==> config.mk <==
export PLATFORM = sky130hd
export DESIGN_NAME = div_unit
export DESIGN_NICKNAME = d
export VERILOG_FILES = /design/src/rtl/div_unit.sv
export SDC_FILE = /design/constraint.sdc
export NUM_CORES = 1
export LEC_CHECK = 0
export BUFFER_PORTS_ARGS = -buffer_cell sky130_fd_sc_hd__buf_2
export CORE_AREA = 4 4 177 179
export CTS_BUF_LIST = sky130_fd_sc_hd__clkbuf_8
export CTS_CLUSTER_SIZE = 30
export DETAILED_ROUTE_END_ITERATION = 8
export DIE_AREA = 0 0 181 183
export GPL_ROUTABILITY_DRIVEN = 0
export HOLD_SLACK_MARGIN = 0.08
export SETUP_SLACK_MARGIN = 0.1
export SKIP_LAST_GASP = 1
export SYNTH_ARGS = -nofsm -noshare
export SYNTH_HDL_FRONTEND = slang
export SYNTH_SLANG_ARGS = --single-unit
==> constraint.sdc <==
create_clock -name clk -period 4.8 [get_ports clk]
set_input_delay 0.48 -clock clk [delete_from_list [all_inputs] [get_ports clk]]
set_output_delay 0.48 -clock clk [all_outputs]
set_load 0.005 [all_outputs]
==> src/rtl/div_unit.sv <==
// Multi-cycle RV32M divider (DIV/DIVU/REM/REMU) for the EX stage; restoring, one quotient bit per cycle.
// Optional: define DIV_EARLY_OUT_EN to finish in one cycle when |dividend| < |divisor|.
module div_unit #(
   parameter int unsigned WIDTH = 32
) (
   input  logic             clk,
   input  logic             rst_n,
   input  logic             flush,
   input  logic             ex_hold,
   input  logic             op_valid,
   input  logic [1:0]       op,
   input  logic [WIDTH-1:0] rs1,
   input  logic [WIDTH-1:0] rs2,
   output logic             stallreq_ex,
   output logic [WIDTH-1:0] result,
   output logic             result_valid
);

   localparam int unsigned CW = (WIDTH > 1) ? $clog2(WIDTH) : 1;
   localparam logic [WIDTH-1:0] MIN_NEG = {1'b1, {(WIDTH-1){1'b0}}};

   typedef enum logic [1:0] {IDLE, CALC, DONE} state_t;

   state_t           state;
   logic [CW-1:0]    counter;
   logic [WIDTH-1:0] quo;
   logic [WIDTH-1:0] rem;
   logic [WIDTH-1:0] dvs;
   logic             q_neg;
   logic             r_neg;
   logic             sel_rem;

   logic             a_neg;
   logic             b_neg;
   logic             div_zero;
   logic             ovf;
   logic             early;
   logic [WIDTH-1:0] a_mag;
   logic [WIDTH-1:0] b_mag;
   logic [WIDTH:0]   shifted;
   logic [WIDTH:0]   trial;
   logic [WIDTH-1:0] quo_nx;
   logic [WIDTH-1:0] rem_nx;
   logic [WIDTH-1:0] q_fin;
   logic [WIDTH-1:0] r_fin;

   // Stall while a divide is outstanding; a flush releases the pipeline in the same cycle.
   assign stallreq_ex = rst_n & op_valid & (state != DONE) & ~flush;

   // Operand decode: magnitudes, signs and the one-cycle special cases.
   always_comb begin
      a_neg    = ~op[0] & rs1[WIDTH-1];
      b_neg    = ~op[0] & rs2[WIDTH-1];
      a_mag    = a_neg ? (~rs1 + WIDTH'(1)) : rs1;
      b_mag    = b_neg ? (~rs2 + WIDTH'(1)) : rs2;
      div_zero = (rs2 == '0);
      ovf      = ~op[0] & (rs1 == MIN_NEG) & (rs2 == '1);
`ifdef DIV_EARLY_OUT_EN
      early    = ~div_zero & ~ovf & (a_mag < b_mag);
`else
      early    = 1'b0;
`endif
   end

   // One restoring step plus the sign-corrected final values.
   always_comb begin
      shifted = {rem, quo[WIDTH-1]};
      trial   = shifted - {1'b0, dvs};
      if (!trial[WIDTH]) begin
         rem_nx = trial[WIDTH-1:0];
         quo_nx = {quo[WIDTH-2:0], 1'b1};
      end else begin
         rem_nx = shifted[WIDTH-1:0];
         quo_nx = {quo[WIDTH-2:0], 1'b0};
      end
      q_fin = q_neg ? (~quo_nx + WIDTH'(1)) : quo_nx;
      r_fin = r_neg ? (~rem_nx + WIDTH'(1)) : rem_nx;
   end

   always_ff @(posedge clk) begin
      if (!rst_n) begin
         state        <= IDLE;
         counter      <= '0;
         result       <= '0;
         result_valid <= 1'b0;
         quo          <= '0;
         rem          <= '0;
         dvs          <= '0;
         q_neg        <= 1'b0;
         r_neg        <= 1'b0;
         sel_rem      <= 1'b0;
      end else if (flush) begin
         state        <= IDLE;
         counter      <= '0;
         result_valid <= 1'b0;
      end else begin
         case (state)
            IDLE: begin
               if (op_valid) begin
                  sel_rem <= op[1];
                  if (div_zero) begin
                     result       <= op[1] ? rs1 : '1;
                     result_valid <= 1'b1;
                     state        <= DONE;
                  end else if (ovf) begin
                     result       <= op[1] ? '0 : MIN_NEG;
                     result_valid <= 1'b1;
                     state        <= DONE;
                  end else if (early) begin
                     result       <= op[1] ? rs1 : '0;
                     result_valid <= 1'b1;
                     state        <= DONE;
                  end else begin
                     quo     <= a_mag;
                     dvs     <= b_mag;
                     rem     <= '0;
                     q_neg   <= a_neg ^ b_neg;
                     r_neg   <= a_neg;
                     counter <= '0;
                     state   <= CALC;
                  end
               end
            end
            CALC: begin
               quo     <= quo_nx;
               rem     <= rem_nx;
               counter <= counter + CW'(1);
               if (counter == CW'(WIDTH-1)) begin
                  result       <= sel_rem ? r_fin : q_fin;
                  result_valid <= 1'b1;
                  state        <= DONE;
               end
            end
            DONE: begin
               // Result is held until the EX instruction advances.
               if (!ex_hold) begin
                  result_valid <= 1'b0;
                  state        <= IDLE;
               end
            end
            default: state <= IDLE;
         endcase
      end
   end

endmodule

; Word-level counts from Yosys, hierarchy flattened
; Index checks and enable logic that the tools add are counted.
[totals]
reg_bits = 139
latchBits = 0
mem_bits_rw = 0
mem_bits_ro = 0
in_bits = 71
out_inout_bits = 34
word_cells = 95
n_memories = 0
[op_classes]
n_addsub = 6
mul = 0
div_mod_pow = 0
n_lt_le_gt_ge = 0
eq_ne = 12
n_shift = 0
muxes = 38
bitwise = 17
n_reduce_logical = 12
[ops]
columns = op, n
row1 = $mux 32, 18
row2 = $pmux 32 s2, 3
row3 = $add 32x1->32 const B, 4
row4 = $not 32->32, 4
row5 = $eq 32x32->1 const B, 2
row6 = $sub 33x32->33, 1
row7 = $logic_not 32->1, 1
row8 = $reduce_and 5->1, 4
row9 = $mux 5, 3
row10 = $ne 2x2->1 const B, 6
row11 = $mux 2, 5
row12 = $pmux 5 s2, 1
row13 = $and 1x1->1, 7
row14 = $mux 1, 6
row15 = $pmux 2 s3, 1
row16 = $reduce_and 3->1, 2
row17 = $add 5x1->5 const B, 1
row18 = $eq 5x5->1 const B, 1
row19 = $not 1->1, 5
row20 = $reduce_and 4->1, 1
row21 = $ne 3x3->1 const B, 1
row22 = $pmux 1 s3, 1
row23 = $reduce_bool 3->1, 1
row24 = $eq 2x1->1 const B, 1
row25 = 5 further kinds, 5

; Depth between registers and ports, before layout
[depth]
word_depth = 8
ltp_mapped = 23
depth_no_buf = 20

; Worst setup path before layout
; OpenSTA, ideal clock, no wires.
[synth_path]
path_type = flip-flop to flip-flop
startpoint = register rem[16]
endpoint = register result[28]
setup_time_ns = 0.127
arrival_time_ns = 4.771
required_time_ns = 4.673
path_slack_ns = -0.098
stages_incl_launch_ff = 22
path_buffers = 4
period_less_slack_ns = 4.898
path_cell_list = dfxtp_1 -> ha_1 -> buf_6 -> a21oi_2 -> o21ai_2 -> a2111o_1 -> or3_1 -> o211a_4 -> inv_1 -> buf_2 -> buf_1 -> clkbuf_1 -> nor2_1 -> a21oi_1 -> ha_1 -> and4b_1 -> and3_1 -> o2111ai_1 -> nor3_1 -> nand3_1 -> mux2_2 -> or3_1
[synth_between]
elab_chain_len = 8
word_cells_on_any_way = 12
classes_between = add/sub: 3 / mux: 7 / bitwise: 2
[synth_rtl]
columns = item, line_no
row1 = from (decl), 27  ; logic [WIDTH-1:0] rem;
row2 = from (signal assigned), 126  ; rem <= rem_nx;
row3 = $sub 33x32->33, 68  ; trial = shifted - {1'b0, dvs};
row4 = $mux 1 / $mux 32 (equally long branches), 69  ; if (!trial[WIDTH]) begin
row5 = $not 32->32 (on tied branches), "76, 77"
row6 = $add 32x1->32 (on tied branches), "76, 77"
row7 = $mux 32 (on tied branches), "76, 77"
row8 = $mux 32 (*), 129  ; result <= sel_rem ? r_fin : q_fin;
row9 = $mux 32 (*), 128  ; if (counter == CW'(WIDTH-1)) begin
row10 = $pmux 32 s2 (*), 97  ; case (state)
row11 = to (signal assigned), 102  ; result <= op[1] ? rs1 : '1;
row12 = to (signal assigned), 106  ; result <= op[1] ? '0 : MIN_NEG;
row13 = to (signal assigned), 129
row14 = to (decl), 15  ; output logic [WIDTH-1:0] result,
; Every way passes the cells marked *; elsewhere a longest branch is shown, timed or not. The select of a mux whose other input is x is not followed.
; A chain may end at the register's enable or synchronous reset.

; Worst setup path in the final report
[layout_path]
startpoint = register rem[25]
endpoint = register result[28]
; The elaborated chain is that of the path after synthesis.

==> results.toml <==
[outcome]
status = "finished, final reports clean"

[floorplan]
die_w_um = 181
start_util_pct = 39.9
ioPinCount = 105
fp.dieH_um = 183
die_area_sq_um = 33100
rows = 63
fp.coreArea_sq_um = 29600

[worst_setup_path]
ff2ff_path_depth = 17
reg2reg_slack_ps = 280
critPathKind = "flop to flop"
start_kind = "flop"
worstReg2RegStart = "rem[25]"
critPathArrivalTime_ps = 4900
critPathRequiredTime_ps = 5180
crit_fanout = 8
cp-end-kind = "flop"
reg2reg_to = "result[28]"

[timing]
setup_viol = 0
rsz0062_at_grt = "true"
finalCritPeriodShare_pct = 94.1
drv_slew = 0
setup_tns_ps = 0
finalClockSkew_ps = 17.2
worst_pin_slew_ps = 1170
clock.fmax_ghz = 0.221
fin_crit_ps = 4520
fin_ws_ps = 282
relSlewSlack_pct = 21.4
hold_viol = 0

[clocking]
ctsHoldBuffers = 0
cts_root_buf = "clkbuf_8"
cts_sinks = 139
clk_pin_slew_ps = 90
ctsHtreeMaxLevel = 4
cts.path.max_buffers = 2
cts_tree = "built"
cts-buffers-inserted = 17
clk_latency_ps = 490

[synth]
syn_inst = 1656
yosysUniqueCellTypes = 78
synthesis.area_sq_um = 11800
synth-edff-count = 0
ys.flop_type = "dfxtp_1"
synthArstFlopShare_pct = 0
syn_nets = 1767
synth_warnings = 0
synth.yosys.seq_area_share_pct = 23.6
syn_avg_cell_area_sq_um = 7.12
ys_ff_latch = 139

[placed_design]
dp_cells = 2108
pre_cts_ws_ps = 76.0
post-dp-hpwl_um = 33700
port-buffer-count = 104
placed_area_sq_um = 12900

[pwr]
p_per_area_nw_per_um2 = 232
ir_worst_vdd_mv = 0.144
leakagePower_nw = 5.18

[drt]
vias = 13022
drt.antenna.violating_nets = 0
viasPerCell = 6.08
wl_um = 44300
first_pass_iters = 5
wl_per_cell_um = 20.7
initialDrtViolationCount = 1288
drc_errors = 0

[global_route]
grtUsageTotal_pct = 25.8
antenna_found_initial = 0
grt_pass1_vias = 11959
grt_max_degree = 70
grt_first_pass_wirelength_um = 68500
grt_overflow = 0

[finish]
fin_area_sq_um = 13400
antennaDiodeCount = 0
drive_above_1_share_pct = 14.7
synthToLayoutAreaGrowth_pct = 13.5
finalNetCount = 1851
layout.cells.non_filler = 2142

[flow_run]
max_cap_viol_count = 0

[hold_path]
holdPathStages = 3
hp-class = "input port to flop"
whs_endpoint = "dvs[0]"
hold_start = "rs2[0]"
-- worst max-delay path, stage by stage (launching register included) --
cell and delay (ps):
dfxtp_1 400, ha_2 360, a21oi_2 200, a211oi_1 110, a2111o_1 390, or3_1 370
o211a_4 270, clkinvlp_4 180, nor2_1 100, a21oi_4 150, ha_2 230, and4b_1 260
and3_4 220, o2111ai_4 190, nor3_2 210, nand3_1 100, mux2_2 300, or3_1 360
-- stage by stage --
stage | hold slack, ps | utilization [%] | total power, mW
after floorplan | 449 | - | 1.80
after global placement | 464 | 43.7 | 2.09
after detailed placement | 473 | 43.7 | 2.10
after CTS | 258 | 45.0 | 3.09
after global routing | 256 | 45.3 | 3.27
final | 270 | 45.3 | 3.11
-- layout by cell type, fill, tap and decap left out, types with 16 or more instances in the layout --
master | netlist | routed
a211oi_1 | 43 | 43
a21oi_1 | 150 | 147
a31oi_1 | 17 | 17
and2_1 | 16 | 16
buf_2 | 14 | 104
buf_4 | 0 | 71
clkbuf_8 | 0 | 18
dfxtp_1 | 139 | 138
ha_1 | 39 | 37
inv_1 | 63 | 63
mux2i_1 | 25 | 25
nand2_1 | 191 | 190
nand3_1 | 32 | 32
nand4_1 | 23 | 23
nor2_1 | 148 | 146
nor3_1 | 57 | 56
nor4_1 | 23 | 23
o211ai_1 | 48 | 48
o21ai_0 | 140 | 140
o31ai_1 | 37 | 37
or3_1 | 33 | 33
xnor2_1 | 51 | 51
xor2_1 | 71 | 71
-- worst max-delay path by stage --
stage | slack, ps | end | startpoint
after floorplan | 110 | result[28] | rem[16]
after global placement | 290 | result[28] | dvs[26]
after detailed placement | 80 | result[28] | rem[25]
after CTS | 150 | result[28] | quo[31]
after global routing | 50 | result[28] | quo[31]
final | 280 | result[28] | rem[25]
-- cells by family (layout without fill, tap and decap cells) --
| family | after synthesis | count (layout) | synth area share (%) |
|---|---|---|---|
| AND/OR/NAND/NOR | 593 | 593 | 23.9 |
| AO/OA/AOI/OAI | 553 | 553 | 30.2 |
| buffers and inverters | 177 | 273 | 6.04 |
| flip-flops | 139 | 139 | 23.6 |
| XOR/XNOR | 122 | 122 | 9.07 |
| adder cells (fa/ha/maj) | 40 | 40 | 4.31 |
| multiplexers | 32 | 32 | 2.79 |
-- synthesized netlist by cell type, drive strengths merged (6+ instances only) --
| master | n | area, sq um |
|---|---|---|
| inv | 64 | 240 |
| a21oi | 152 | 768 |
| o31ai | 37 | 278 |
| nor2b | 8 | 50.1 |
| o41ai | 15 | 150 |
| or3 | 33 | 206 |
| nand3 | 32 | 160 |
| nand4 | 23 | 144 |
| a31oi | 17 | 106 |
| nor4 | 23 | 144 |
| a21o | 9 | 67.6 |
| clkbuf | 87 | 327 |
| a211oi | 43 | 323 |
| and3 | 10 | 62.6 |
| buf | 26 | 145 |
| nand2 | 191 | 717 |
| mux2i | 25 | 250 |
| o211ai | 48 | 360 |
| o21ai | 145 | 729 |
| dfxtp | 139 | 2780 |
| xor2 | 71 | 622 |
| mux2 | 7 | 78.8 |
| nand2b | 13 | 81.3 |
| nor2 | 148 | 556 |
| o21a | 7 | 52.6 |
| and2 | 16 | 100 |
| xnor2 | 51 | 447 |
| a311oi | 6 | 52.6 |
| or4 | 15 | 116 |
| nor3 | 57 | 285 |
| ha | 39 | 488 |
| or2 | 6 | 37.5 |
-- layer usage --
layer,track usage (%),share of wire (%),vias up
li1,-,-,6245
met3,3.59,6.6,80
met5,0,0,-
met1,36.2,45,6146
met4,8.83,3.0,0
met2,41.0,45,551
-- where the power goes --
part / internal [mW] / total (mW) / switching, mW
clock: 0.475 / 1.00 / 0.528
combinational: 0.314 / 0.871 / 0.556
sequential: 1.19 / 1.23 / 0.0431
total: 1.98 / 3.11 / 1.13
-- final cells by class --
class / count / area (sq um)
multi-input combinational: 1340 / 8370
inverter: 64 / 245
clock buffer: 18 / 248
tap: 390 / 488
fill: 3100 / 16200
sequential: 139 / 2780
timing repair buffer: 178 / 1100
clock inverter: 13 / 143
-- what timing repair did --
action,CTS,global route
pin swaps,0,2
hold endpoints to repair,0,0
setup endpoints to repair,1,12
buffers inserted,0,3
gates resized for setup,2,14
-- registers in the layout, indices dropped and copies added (netlist names) --
signal and count:
result_valid 1, state 2, q_neg 1, rem 32, counter 5, sel_rem 1
r_neg 1, quo 32, dvs 32, result 32
No activity file was read; power rests on OpenSTA's default activity.
